**config.mk**
```make
export PLATFORM = sky130hd
export DESIGN_NAME = cmd_sequencer
export DESIGN_NICKNAME = d
export VERILOG_FILES = /design/src/rtl/seq_pkg.sv /design/src/rtl/cmd_fifo.sv /design/src/rtl/cmd_sequencer.sv
export SDC_FILE = /design/constraint.sdc
export NUM_CORES = 1
export LEC_CHECK = 0
export CORE_UTILIZATION = 55
export DETAILED_ROUTE_END_ITERATION = 12
export PLACE_DENSITY = 0.77
export SYNTH_ARGS = -nofsm -noshare
export SYNTH_HDL_FRONTEND = slang
export SYNTH_SLANG_ARGS = --single-unit
```
**constraint.sdc**
```tcl
create_clock -name clk -period 6.27 [get_ports clk]
set_clock_uncertainty 0.05 [all_clocks]
set_input_delay 0.627 -clock clk [delete_from_list [all_inputs] [get_ports clk]]
set_output_delay 0.627 -clock clk [all_outputs]
set_load 0.01 [all_outputs]
```
**src/rtl/seq_pkg.sv**
```systemverilog
// Shared types and constants for the command sequencer and its benches.
package seq_pkg;

  typedef enum logic [2:0] {
    ST_IDLE,
    ST_ISSUE,
    ST_WAIT_SNT,
    ST_WAIT_RESP,
    ST_FIN
  } seq_state_t;

  typedef enum logic [1:0] {
    ERR_NONE  = 2'd0,
    ERR_NAK   = 2'd1,
    ERR_TMO   = 2'd2,
    ERR_ABORT = 2'd3
  } seq_err_t;

  localparam logic [7:0]  ACK      = 8'hA5;
  localparam logic [15:0] CAL_GYRO = 16'h2000;

endpackage

```
**src/rtl/cmd_fifo.sv**
```systemverilog
// Synchronous show-ahead FIFO with flush; pushes when full and pops when
// empty are dropped, and flush overrides both.
module cmd_fifo #(
  parameter int DEPTH = 8,
  parameter int WIDTH = 16
) (
  input  logic             clk,
  input  logic             rst_n,
  input  logic             push,
  input  logic             pop,
  input  logic             flush,
  input  logic [WIDTH-1:0] wdata,
  output logic [WIDTH-1:0] rdata,
  output logic             full,
  output logic             empty
);

  localparam int AW = $clog2(DEPTH);

  logic [WIDTH-1:0] mem [DEPTH];
  logic [AW:0]      wr_ptr;
  logic [AW:0]      rd_ptr;
  logic             do_push;
  logic             do_pop;

  // Extra wrap bit distinguishes full from empty when the indices match.
  assign full    = (wr_ptr[AW] != rd_ptr[AW]) && (wr_ptr[AW-1:0] == rd_ptr[AW-1:0]);
  assign empty   = (wr_ptr == rd_ptr);
  assign do_push = push && !full && !flush;
  assign do_pop  = pop && !empty && !flush;
  assign rdata   = mem[rd_ptr[AW-1:0]];

  // Pointer update; flush empties the queue in one cycle.
  always_ff @(posedge clk) begin
    if (!rst_n || flush) begin
      wr_ptr <= '0;
      rd_ptr <= '0;
    end else begin
      if (do_push) wr_ptr <= wr_ptr + {{AW{1'b0}}, 1'b1};
      if (do_pop)  rd_ptr <= rd_ptr + {{AW{1'b0}}, 1'b1};
    end
  end

  // Storage write; contents need no reset since empty masks them.
  always_ff @(posedge clk) begin
    if (do_push) mem[wr_ptr[AW-1:0]] <= wdata;
  end

endmodule

```
**src/rtl/cmd_sequencer.sv**
```systemverilog
// Plays queued 16-bit commands to RemoteComm one at a time, waiting for
// cmd_snt and a response byte each, with timeout and error policy.
module cmd_sequencer
  import seq_pkg::*;
#(
  parameter int DEPTH = 8,
  parameter int TMO_W = 24,
  parameter int CNT_W = 8
) (
  input  logic             clk,
  input  logic             rst_n,
  input  logic             load,
  input  logic [15:0]      load_cmd,
  output logic             full,
  output logic             empty,
  input  logic             start,
  input  logic             abort,
  input  logic             stop_on_err,
  input  logic [TMO_W-1:0] tmo_clks,
  output logic [15:0]      cmd,
  output logic             snd_cmd,
  input  logic             cmd_snt,
  input  logic             resp_rdy,
  input  logic [7:0]       resp,
  output logic             busy,
  output logic             done,
  output logic [1:0]       err_code,
  output logic [CNT_W-1:0] n_done,
  output logic [CNT_W-1:0] n_err,
  output logic [7:0]       last_resp
);

  seq_state_t       state, state_d;
  seq_err_t         err_q, err_kind;
  logic [15:0]      fifo_head, cmd_q;
  logic             fifo_pop, fifo_flush;
  logic [TMO_W-1:0] tmo_cnt, tmo_lat;
  logic             stop_lat;
  logic [CNT_W-1:0] n_done_q, n_err_q;
  logic [7:0]       last_resp_q;
  logic             tmo_hit;
  logic             ev_start, ev_ack, ev_err, ev_abort, take_resp, settle;

  cmd_fifo #(.DEPTH(DEPTH), .WIDTH(16)) u_fifo (
    .clk   (clk),
    .rst_n (rst_n),
    .push  (load),
    .pop   (fifo_pop),
    .flush (fifo_flush),
    .wdata (load_cmd),
    .rdata (fifo_head),
    .full  (full),
    .empty (empty)
  );

  // tmo_cnt holds elapsed wait cycles minus one, so the hit lands exactly
  // tmo_clks cycles after ISSUE.
  assign tmo_hit = (tmo_lat != '0) && ((tmo_cnt + TMO_W'(1)) == tmo_lat);

  // The queue head is shown directly during ISSUE so cmd is valid alongside
  // snd_cmd; the register then holds it until the next ISSUE.
  assign cmd       = (state == ST_ISSUE) ? fifo_head : cmd_q;
  assign snd_cmd   = (state == ST_ISSUE);
  assign busy      = (state != ST_IDLE);
  assign done      = (state == ST_FIN);
  assign err_code  = err_q;
  assign n_done    = n_done_q;
  assign n_err     = n_err_q;
  assign last_resp = last_resp_q;

  // State register.
  always_ff @(posedge clk) begin
    if (!rst_n) state <= ST_IDLE;
    else        state <= state_d;
  end

  // Next-state and event decode; abort outranks every other event.
  always_comb begin
    state_d    = state;
    fifo_pop   = 1'b0;
    fifo_flush = 1'b0;
    ev_start   = 1'b0;
    ev_ack     = 1'b0;
    ev_err     = 1'b0;
    err_kind   = ERR_NONE;
    ev_abort   = 1'b0;
    take_resp  = 1'b0;
    settle     = 1'b0;
    unique case (state)
      ST_IDLE: begin
        if (abort) fifo_flush = 1'b1;
        else if (start) begin
          ev_start = 1'b1;
          state_d  = empty ? ST_FIN : ST_ISSUE;
        end
      end
      ST_ISSUE: begin
        if (abort) ev_abort = 1'b1;
        else begin
          fifo_pop = 1'b1;
          state_d  = ST_WAIT_SNT;
        end
      end
      ST_WAIT_SNT: begin
        if (abort) ev_abort = 1'b1;
        else if (cmd_snt) state_d = ST_WAIT_RESP;
        else if (tmo_hit) begin
          ev_err   = 1'b1;
          err_kind = ERR_TMO;
          settle   = 1'b1;
        end
      end
      ST_WAIT_RESP: begin
        if (abort) ev_abort = 1'b1;
        else if (resp_rdy) begin
          take_resp = 1'b1;
          settle    = 1'b1;
          if (resp == ACK) ev_ack = 1'b1;
          else begin
            ev_err   = 1'b1;
            err_kind = ERR_NAK;
          end
        end else if (tmo_hit) begin
          ev_err   = 1'b1;
          err_kind = ERR_TMO;
          settle   = 1'b1;
        end
      end
      ST_FIN:  state_d = ST_IDLE;
      default: state_d = ST_IDLE;
    endcase
    if (ev_abort) begin
      fifo_flush = 1'b1;
      state_d    = ST_FIN;
    end
    if (settle) begin
      if (ev_err && stop_lat) begin
        fifo_flush = 1'b1;
        state_d    = ST_FIN;
      end else begin
        state_d = empty ? ST_FIN : ST_ISSUE;
      end
    end
  end

  // Datapath: command hold, timeout counter, mode latches, status counters.
  always_ff @(posedge clk) begin
    if (!rst_n) begin
      cmd_q       <= '0;
      tmo_cnt     <= '0;
      tmo_lat     <= '0;
      stop_lat    <= 1'b0;
      err_q       <= ERR_NONE;
      n_done_q    <= '0;
      n_err_q     <= '0;
      last_resp_q <= '0;
    end else begin
      if (state == ST_ISSUE) begin
        cmd_q   <= fifo_head;
        tmo_cnt <= '0;
      end else if (state == ST_WAIT_SNT || state == ST_WAIT_RESP) begin
        tmo_cnt <= tmo_cnt + TMO_W'(1);
      end
      if (ev_start) begin
        stop_lat <= stop_on_err;
        tmo_lat  <= tmo_clks;
        err_q    <= ERR_NONE;
        n_done_q <= '0;
        n_err_q  <= '0;
      end
      if (take_resp) last_resp_q <= resp;
      if (ev_ack && n_done_q != '1) n_done_q <= n_done_q + CNT_W'(1);
      if (ev_err) begin
        if (n_err_q != '1) n_err_q <= n_err_q + CNT_W'(1);
        if (err_q == ERR_NONE) err_q <= err_kind;
      end
      if (ev_abort) err_q <= ERR_ABORT;
    end
  end

endmodule

```
**Word-level counts from Yosys, hierarchy flattened**

Memories as Yosys holds them, arrays and structs flattened. A register that Yosys moved wholly into a read port is not among the register bits.
Index checks and enable logic that the tools add are counted.

- Shift operators: 0
- Div/mod/pow operators: 0
- $add $sub $neg: 5
- Multiply operators: 0
- Reduce and logical (&&, ||, !) cells: 22
- Order comparisons: 0
- Multiplexer cells: 59
- Bitwise gates (word level): 1
- Eq/ne operators: 17

Operator list:

| cell | count |
|---|---|
| $mux 8 | 5 |
| $mux 3 | 11 |
| $mux 1 | 29 |
| $add 24x1->24 const B | 1 |
| $eq 24x24->1 | 1 |
| $reduce_bool 24->1 | 1 |
| $mux 2 | 9 |
| $add 8x1->8 const B | 2 |
| $mux 16 | 1 |
| $ne 4x4->1 const B | 4 |
| $ne 8x8->1 const B | 2 |
| $pmux 3 s4 | 1 |
| $add 4x1->4 const B | 2 |
| $eq 8x8->1 const B | 1 |
| $logic_and 1x1->1 | 8 |
| $eq 3x2->1 const B | 2 |
| $reduce_and 6->1 | 1 |
| $eq 4x4->1 | 1 |
| $logic_not 1->1 | 4 |
| $ne 4x2->1 const B | 1 |
| $pmux 1 s2 | 2 |
| $pmux 2 s2 | 1 |
| $eq 3x1->1 const B | 1 |
| $eq 3x3->1 | 1 |
| 11 further kinds | 12 |

- Memories: 1
- Output and inout bits: 47
- Bits in latches: 0
- Bits in writable memories: 128
- Bits in registers: 102
- Input bits: 56
- Logic and storage cells: 116
- Bits in read-only memories: 0

Memory list:

| name | words | bits a word | read ports | clocked after memory_dff | write ports | line | RTL |
|---|---|---|---|---|---|---|---|
| u_fifo.mem | 8 | 16 | 1 | 1 | 1 | cmd_fifo.sv:20 | `logic [WIDTH-1:0] mem [DEPTH];` |

**Longest topological paths before layout**

Gate-level depths: netlist of run 1.

- Depth in word-level cells: 14
- Gate-level depth with buffers: 13

**Modules after synthesis**

From an unflattened synthesis of run 1, not the netlist that was laid out.

- Cells, all modules: 890
- Area, all modules: 10522.6 um^2

By module, submodules not included:

| module | instances | area an instance (um^2) | cells each |
|---|---|---|---|
| cmd_fifo | 1 | 5497.8 | 260 |
| cmd_sequencer | 1 | 5024.8 | 630 |

**Worst setup path before layout of run 1**

OpenSTA, ideal clock, no wires.

- Path type: reg-to-reg
- From: reg tmo_cnt[0]
- To: mem u_fifo.mem[0][0], enable pin
- Stages on the path, launching flop included: 14
- Arrival: 4.149 ns
- Period minus slack after synthesis: 4.629 ns
- Buffers on the path: 3
- Required time: 5.790 ns
- Slack: 1.641 ns
- Path through: dfxtp_1 -> ha_1 -> buf_2 -> nand3_2 -> or4_1 -> buf_2 -> o21a_1 -> o21ai_0 -> a21oi_1 -> nand4_1 -> o21ai_1 -> and2_1 -> buf_2 -> nor4_1

- Longest elaborated chain between the ends: 14

RTL lines:

| element | line | RTL |
|---|---|---|
| start: declaration | cmd_sequencer.sv:37 | `logic [TMO_W-1:0] tmo_cnt, tmo_lat;` |
| start signal: assignment | cmd_sequencer.sv:162 | `tmo_cnt <= tmo_cnt + TMO_W'(1);` |
| $add 24x1->24 (*) | cmd_sequencer.sv:58 | `assign tmo_hit = (tmo_lat != '0) && ((tmo_cnt + TMO_W'(1)) == tmo_lat);` |
| $eq 24x24->1 (*) | cmd_sequencer.sv:58 |  |
| $logic_and 1x1->1 (*) | cmd_sequencer.sv:58 |  |
| $mux 1 (*) | cmd_sequencer.sv:107, cmd_sequencer.sv:123 |  |
| $mux 1, on equally long branches | cmd_sequencer.sv:115, cmd_sequencer.sv:106 |  |
| $mux 1, on equally long branches | cmd_sequencer.sv:114, cmd_sequencer.sv:105 |  |
| $pmux 1 s2 | cmd_sequencer.sv:89 | `unique case (state)` |
| $logic_and 1x1->1 | cmd_sequencer.sv:137 | `if (ev_err && stop_lat) begin` |
| $mux 1 | cmd_sequencer.sv:137 |  |
| $mux 1 (*) | cmd_sequencer.sv:136 | `if (settle) begin` |
| $logic_not 1->1 (*) | cmd_fifo.sv:29 | `assign do_push = push && !full && !flush;` |
| $logic_and 1x1->1 (*) | cmd_fifo.sv:29 |  |
| $mux 1 (*) | cmd_fifo.sv:46 | `if (do_push) mem[wr_ptr[AW-1:0]] <= wdata;` |
| $mux 1 (not written as such) (*) | cmd_fifo.sv:46 |  |
| end: declaration | cmd_fifo.sv:20 |  |

Mark *: on every way between the ends. The rest lies on a longest branch, timed or not.

**Worst setup path in the final report of run 1**

- From: reg tmo_cnt[9]
- To: mem u_fifo.mem[1][12], enable pin

Same word-level chain as after synthesis.

==> flow_results.org, run 1 <==
** Floorplanning
- The floorplan step set the die height to 139 µm.
- Number of ports placed on the die boundary :: 103
- The die covers 19300 µm².
- The initialized floorplan defines 49 standard-cell rows.
- The die is 139 µm wide.
- The core region is 18100 µm².
- The initial utilization of the core area, before any placement, comes to 0.568.

** Clocking
- TritonCTS clock tree :: done
- Worst-skew pair later-pin latency :: 0.53 ns
- Counting the buffers created by CTS gives 24.
- The cell sitting at the root of the clock tree is a clkbuf_16.
- In this run the number of H-tree levels came out at 1.
- Clock-pin slew was measured on the worst setup and hold paths at 0.06 ns.
- Post-CTS Setup Repair Bufs :: 0
- Number of clock sinks :: 233
- Gates resized during post-CTS repair numbered 0.
- Number of hold-repair buffers added at the cts stage :: 0
- Number of buffers between clock root and the deepest sink :: 3

** Yosys
- Of all cell types, the one taking the most synthesized area is edfxtp_1.
- Instance count of the mapped netlist :: 899
- Of the total synthesized cell area, the portion taken by full adders, half adders and majority gates is 0.00607.
- Proportion of register bits with asynchronous set or reset after synthesis :: 0
- In this run the mean area of a mapped cell was 11.5 µm².
- The most used flip-flop cell after synthesis is edfxtp_1.
- Of the total synthesized cell area, the portion taken by AND, OR, NAND and NOR gates is 0.167.
- Number of synthesized flops with an enable pin :: 128
- Net count after synthesis :: 960
- By area, the combinational part of the netlist is dominated by simple AND/OR/NAND/NOR gates.
- Mapped cell area :: 10300 µm²
- The share of synthesized area in the top cell type comes to 0.373.
- Counting flops and latches in the post-synthesis netlist gives 233.
- The area fraction in compound gates after synthesis came to 0.0860.
- Multiplexer share of the synthesized area :: 0.0902
- Register area share after synthesis :: 0.576
- Sorting the synthesized cells by area gives the leading types as edfxtp_1, dfxtp_1, mux4_2.
- Fraction of synthesized cell area in xor and xnor cells :: 0.0501
- Number of distinct library cell variants in the gate-level netlist after synthesis :: 61
- Yosys warns :: 0

** Final layout
- Non-filler instance count after layout :: 1235
- For this run, the share of the core covered by cells in the final layout is 0.685.
- Layout cell share with drive strength beyond 1 :: 0.101
- Area growth, synth to finish :: 20.5%
- For this run, the post-layout net count is 1050.
- The number of antenna diodes in the final layout is 0.

** Critical path
- In this run the critical register-to-register path is launched from tmo_cnt[9].
- The worst setup path is launched from a flip-flop.
- Critical path required time :: 6.45 ns
- The worst register-to-register path ends at u_fifo.mem[1][12].
- CP endpoint kind :: flip-flop
- Slack of the worst reg-to-reg path :: 1.47 ns
- The critical path in this run is classified as reg -> reg.
- Endpoint arrival time on the critical path :: 4.98 ns
- Maximum fanout along the worst path :: 12
- Measured in cells, the most critical reg-to-reg path has a length of 10.

** Global route
- Initial antenna violation count :: 0
- Entering global routing, the biggest net connects 35 pins.
- Global routing finished with a remaining overflow of 0.
- The first global-routing pass estimated 37800 µm of wire.
- All-layer global routing usage :: 0.251
- The number of global-route vias before repair came to 6942.

** Pwr
- For this design the ratio of total power to cell area is 267 nW/µm².
- Across the VDD grid, the largest voltage drop is 0.253 mV.
- P_leak :: 0.00409 µW

** Drt
- The final layout contains routed wiring with a total length of 23900 µm.
- Dividing the detail-routed wire length by the instance count gives 19.4 µm.
- The detail route stage leaves a number of antenna-violating nets equal to 0.
- 1st-pass router iterations :: 9
- DR DRC count :: 1
- The first routing iteration left 793 violations.
- Avg Vias per Cell :: 5.97
- Overall via count from detail_route :: 7373

** Flow run
- The tool flagged a number of max-cap violations equal to 0.

** Timing
- The worst pin sits at a relative slew slack of 0.277.
- Dividing the final minimum period by the clock period gives 0.766.
- Based on the critical path, the design can be clocked at up to 0.208 GHz.
- The final-report max-slew violation count was 0.
- Total negative setup slack :: 0 ns
- For the pin with the worst max-slew slack, the measured transition is 1.08 ns.
- Setup violations remaining at the end of the flow were counted as 0.
- Setup repair after global routing left no endpoint under its margin.
- The clock period could shrink to 4.80 ns.
- The number of hold violations in the final report came to 0.

** Run status
- Status :: finished with violations
- Violated checks :: DRC

** Hold path
- Hold depth :: 2
- The path class of the tightest hold or removal check is reg -> reg.
- The path with the worst hold slack has its endpoint at last_resp[4].
- The startpoint identified for the worst hold timing path is last_resp[4].

** Placed design
- Once detailed placement completed, the half-perimeter wirelength came to 16300 µm.
- Routability-driven placement finished with a final weighted congestion of 0.907.
- Number of cells in the design after placement :: 1192
- Number of I/O port buffers :: 102
-- synth_stat cells, types with 3 or more instances --
cell / count
or3_1: 11
nor2_1: 82
nor3b_1: 3
nand2b_1: 5
a21oi_1: 70
and3_1: 9
nor3_1: 13
nor2b_1: 7
o21ai_0: 22
nand2_1: 100
edfxtp_1: 128
a211oi_1: 4
nor4_1: 15
a211o_1: 6
mux2i_1: 21
xor2_1: 23
dfxtp_1: 105
xnor2_1: 36
or4_1: 7
a21boi_0: 4
a2111oi_0: 3
buf_2: 10
inv_1: 11
ha_1: 5
mux4_2: 32
o2111ai_1: 5
clkbuf_1: 40
and4_1: 6
buf_1: 3
nand4_1: 12
and4b_1: 5
and2_1: 21
nand3_1: 32
a31oi_1: 4
-- cells in the final DEF, fill, tap and decap left out, types with 4 or more instances in the layout --
master           count
nand4_1             12
mux4_2              32
nor2_1              82
a21boi_0             4
a31oi_1              4
clkbuf_16           24
nor3_1               9
and2_1              21
a21oi_1             70
nand3_1             32
nand2b_1             5
nor2b_1              7
o21ai_0             22
and4b_1              5
o2111ai_1            5
nand2_1            100
nor3_2               4
or3_1               11
xnor2_1             36
inv_1               11
nor4_1              11
buf_4               15
a211oi_1             4
a211o_1              6
nor4_2               4
dfxtp_1            104
ha_1                 5
xor2_1              23
or4_1                7
mux2i_1             21
and4_1               6
edfxtp_1           128
bufinv_16            5
clkdlybuf4s50_1    102
and3_1               9
-- per-layer routing --
metal  GRT usage  wire length (µm)  up-vias
met5           0                 0        -
met4      0.0591               461        0
met3      0.0421              1580       41
met2       0.389             11000      267
met1       0.369             10900     3566
li1            -                 -     3499
-- stage by stage --
| stage | instance area [µm²] | setup WS [ns] | hold WS (ns) | power [µW] |
|---|---|---|---|---|
| finish | 12400 | 1.47 | 0.402 | 3320 |
| global route | 12400 | 1.05 | 0.422 | 3420 |
| CTS | 12400 | 1.51 | 0.404 | 3340 |
| detailed placement | 11600 | 1.40 | 0.396 | 1850 |
| global placement | 11600 | 1.60 | 0.391 | 1850 |
| floorplan | 10300 | 1.64 | 0.408 | 1760 |
-- area by class of cell --
type                    instances  area, µm²
multi-input cells             602       4170
repair buffers                117       1130
well taps                     229        287
flip-flops and latches        233       5950
fillers                      1298       5720
inverters                      11       41.3
clock buffers                  26        608
clock inverters                17        243
-- worst max-delay path by stage --
stage,from,endpoint,slack (ns)
after floorplan,tmo_cnt[0],u_fifo.mem[0][0],1.64
after detailed placement,abort,u_fifo.mem[1][6],1.40
after CTS,tmo_cnt[0],u_fifo.mem[1][12],1.51
after global routing,tmo_cnt[9],u_fifo.mem[1][12],1.05
after global placement,abort,u_fifo.mem[1][11],1.60
final,tmo_cnt[9],u_fifo.mem[1][12],1.47
-- report_power, final --
| part | internal (µW) | total (µW) | switching, µW |
|---|---|---|---|
| Combinational | 80.3 | 173 | 92.4 |
| Clock | 914 | 1500 | 588 |
| Sequential | 1630 | 1650 | 16.4 |
-- cell families (layout without fill, tap and decap cells) --
group	after synthesis	after routing
multiplexers	53	53
AO/OA/AOI/OAI	144	144
XOR/XNOR	59	59
AND/OR/NAND/NOR	341	341
flip-flops	233	233
buffers and inverters	64	171
adder cells (fa/ha/maj)	5	5
-- sequential cells by signal (all words and copies together) (netlist names), named ones only --
| signal | flops |
|---|---|
| n_err | 8 |
| n_done | 8 |
| stop_lat | 1 |
| u_fifo.wr_ptr | 4 |
| last_resp | 8 |
| cmd_q | 16 |
| err_code | 2 |
| u_fifo.mem | 128 |
| u_fifo.rd_ptr | 4 |
| state | 3 |
| tmo_cnt | 24 |
| tmo_lat | 24 |
-- critical path, stage by stage, from the launching register on --
cell and delay (ns):
dfxtp_1 0.51, nand4_1 0.42, or4_1 0.75, o21a_1 0.24
o21ai_0 0.25, a21oi_1 0.12, nand4_1 0.23, o21ai_1 0.29
and2_1 0.46, nor4_2 0.88, buf_4 0.31
(Power assumes the default switching activity.)
==> run 2: changes to the inputs <==
Clock period 6.27 ns to 4.9 ns, I/O delays scaled along.
==> run 2 against run 1 <==
Against the previous run: the run now ends clean; sequential share of layout area is essentially flat; combinational power grew 28%; power is 27% higher; routed wire length grew 2.4%; core utilization barely moved; global-route usage increased by 0.81 points; setup slack worse by 0.86 ns; flip-flop and latch count unchanged; sequential power rose by 28%; fmax increased by 12%; count of clock-buffer cells in the layout up 7; cell count is 0.24% higher; critical endpoint is now u_fifo.mem[7][2].
==> flow_results.org, run 2 (synthesis results as in run 1) <==
** Timing
- Derived from the worst setup path, the maximum achievable clock frequency is 0.233 GHz.
- The number of hold violations in the final report came to 0.
- Headroom to the max-slew limit :: 0.138
- Setup slack closes at 0.611 ns.
- Actual transition at the worst max-transition pin :: 1.29 ns
- Share of the clock period used by the worst path :: 0.875
- Setup violations remaining at the end of the flow were counted as 0.
- Setup repair after global routing missed its margin :: no
- Final Critical Period :: 4.29 ns
- The final-report max-slew violation count is 0.
- Total negative setup slack :: 0 ns

** Drt
- The detailed router put a total of 10900 µm of wire on met1.
- Avg WL per Cell :: 19.8 µm
- 1st-iter DRT viols :: 647
- Overall via count from detail_route :: 7482
- 1st-pass router iterations :: 7
- Avg Vias per Cell :: 6.04
- The detailed router used layers up to and including met4.
- Met3 wire length :: 1740 µm
- After detailed routing, the met2 layer carries 11400 µm of wire.
- After detailed routing, the number of remaining DRC violations is 0.
- Number of nets with antenna violations after detailed routing :: 0
- Summed over all layers, the routed wires come to 24500 µm.

** Critical path
- Startpoint of the most critical setup path :: tmo_cnt[9]
- Maximum single-stage delay on the critical path :: 0.73 ns
- Maximum fanout along the worst path :: 16
- The largest individual stage delay along the critical path comes from the cell or4_1.
- Crit path max-delay family :: simple AND/OR/NAND/NOR gates
- Walking the worst path, the cells encountered are nand4_1 > or4_1 > or4_1 > o41a_1 > a21oi_1 > nand4_1 > o21ai_1 > buf_4 > and2_1 > nor3_2 > buf_4.
- Launching element type of the critical path :: flip-flop
- Category of the most critical setup path :: reg -> reg
- CP endpoint kind :: flip-flop
- Counting both buffers and inverters, the worst setup path holds a total of 2.
- Reg-to-reg startpoint :: tmo_cnt[9]
- Data on the critical path is required at its endpoint by 5.10 ns.
- Endpoint arrival time on the critical path :: 4.49 ns

** Placed design
- Routability-driven placement finished with a final weighted congestion of 0.912.
- Setup Slack @ Placement :: 0.663 ns
- Number of I/O port buffers :: 102
- Half-perimeter wire length of the detailed placement result :: 16800 µm

** Run status
- The run finished with clean final reports.

** Clocking
- Post-CTS Setup Repair Bufs :: 0
- The number of hold buffers added after CTS was 0.
- Number of gates resized after cts :: 0
- Counting the buffers created by CTS gives 24.
- Clock transition at the register clock pins on the worst setup and hold paths after CTS :: 0.06 ns
- Number of buffers between clock root and the deepest sink :: 3
- In this run the number of H-tree levels came out at 1.
- The tree built by TritonCTS fans out to 233 sinks.
- Clock tree synthesis selected as its root buffer the cell clkbuf_16.
- Worst-skew pair later-pin latency :: 0.53 ns
- TritonCTS built the clock tree.

** Floorplanning
- Initial standard-cell utilization of the core :: 0.568
- Core outline area :: 18100 µm²
- X dimension of the die :: 139 µm
- Die H :: 139 µm
- The die covers 19300 µm².
- Number of core rows :: 49
- During I/O placement, the number of pins put on the boundary was 103.

** Final layout
- Highest-count cells in the layout ignoring fill and taps :: edfxtp_1, dfxtp_1, clkdlybuf4s50_1
- Summing all multi-input logic gate instances after layout gives 4170 µm².
- Area growth, synth to finish :: 20.5%
- Flip-flop count of the largest register, all copies and words added :: 128
- The library cell used most frequently in the layout, excluding fill and tap cells, is edfxtp_1.
- Antenna diode count :: 0
- After filler insertion, the fill cell instance count of the layout stands at 1316.
- Summing all flip-flop and latch instances after layout gives 5950 µm².
- NumNets Final :: 1052
- Layout cell share with drive strength beyond 1 :: 0.106

** Global route
- The number of global-route vias before repair is 7156.
- Global route total overflow :: 0
- Global-route wire length before repair :: 38800 µm
- All-layer global routing usage :: 0.259
- The initial antenna violation count is 0.
- Entering global routing, the biggest net connects 49 pins.

** Pwr
- For this design the static power due to leakage is 0.00410 µW.
- Switch share :: 0.210
- Logic gate share of total power :: 0.052
- The share of total power dissipated in the clock network is 0.449.
- Internal power comes to 3340 µW.
- Maximum vdd drop :: 0.264 mV
- Power share of the sequential group :: 0.498
- Net load switching power :: 889 µW
- Power density cells :: 340 nW/µm²

** Hold path
- The startpoint identified for the worst hold timing path is last_resp[4].
- Worst Hold Class :: reg -> reg

** Flow run
- Max-cap violations in this run came to 0.
run 2: worst register-to-register path, stage by stage, from the launching register on:
cell and delay, ns:
dfxtp_1 0.52, nand4_1 0.43, or4_1 0.73, or4_1 0.53, o41a_1 0.14, a21oi_1 0.16
nand4_1 0.24, o21ai_1 0.19, buf_4 0.19, and2_1 0.47, nor3_2 0.11, buf_4 0.24
run 2: power groups by stage:
stage	Combinational (µW)	Sequential [µW]	Clock [µW]
after floorplan	112	2140	0
after global placement	215	2150	0
after detailed placement	219	2150	0
after CTS	221	2110	1920
after global routing	240	2110	2000
final	221	2110	1900
run 2: layout make-up:
| class | count | area share |
|---|---|---|
| Clock buffer | 33 | 0.0559 |
| Inverter | 11 | 0.00332 |
| Clock inverter | 11 | 0.0118 |
| Multi-Input combinational cell | 602 | 0.335 |
| Timing Repair Buffer | 119 | 0.0924 |
| Tap cell | 229 | 0.0230 |
| Sequential cell | 233 | 0.478 |
run 2: final timing paths:
path	to	slack, ns	cells after the start
setup / recovery	u_fifo.mem[7][2]	0.61	11
setup reg to reg	u_fifo.mem[7][2]	0.61	11
hold reg to reg	last_resp[4]	0.40	2
hold / removal	last_resp[4]	0.40	2
run 2: per-layer routing:
layer	vias up	global-route usage
li1	3514	-
met1	3642	0.377
met2	285	0.405
met3	41	0.0414
met4	0	0.0690
met5	-	0
run 2: metrics by stage:
stage | power, µW | util | area [µm²] | std cells | hold WS, ns
2_1_floorplan | 2250 | - | 10300 | 899 | 0.408
3_3_place_gp | 2360 | 0.639 | 11600 | 1194 | 0.391
3_5_place_dp | 2370 | 0.639 | 11600 | 1194 | 0.396
4_1_cts | 4250 | 0.685 | 12400 | 1238 | 0.405
5_1_grt | 4350 | 0.685 | 12400 | 1238 | 0.434
6_report | 4230 | 0.685 | 12400 | 1238 | 0.404
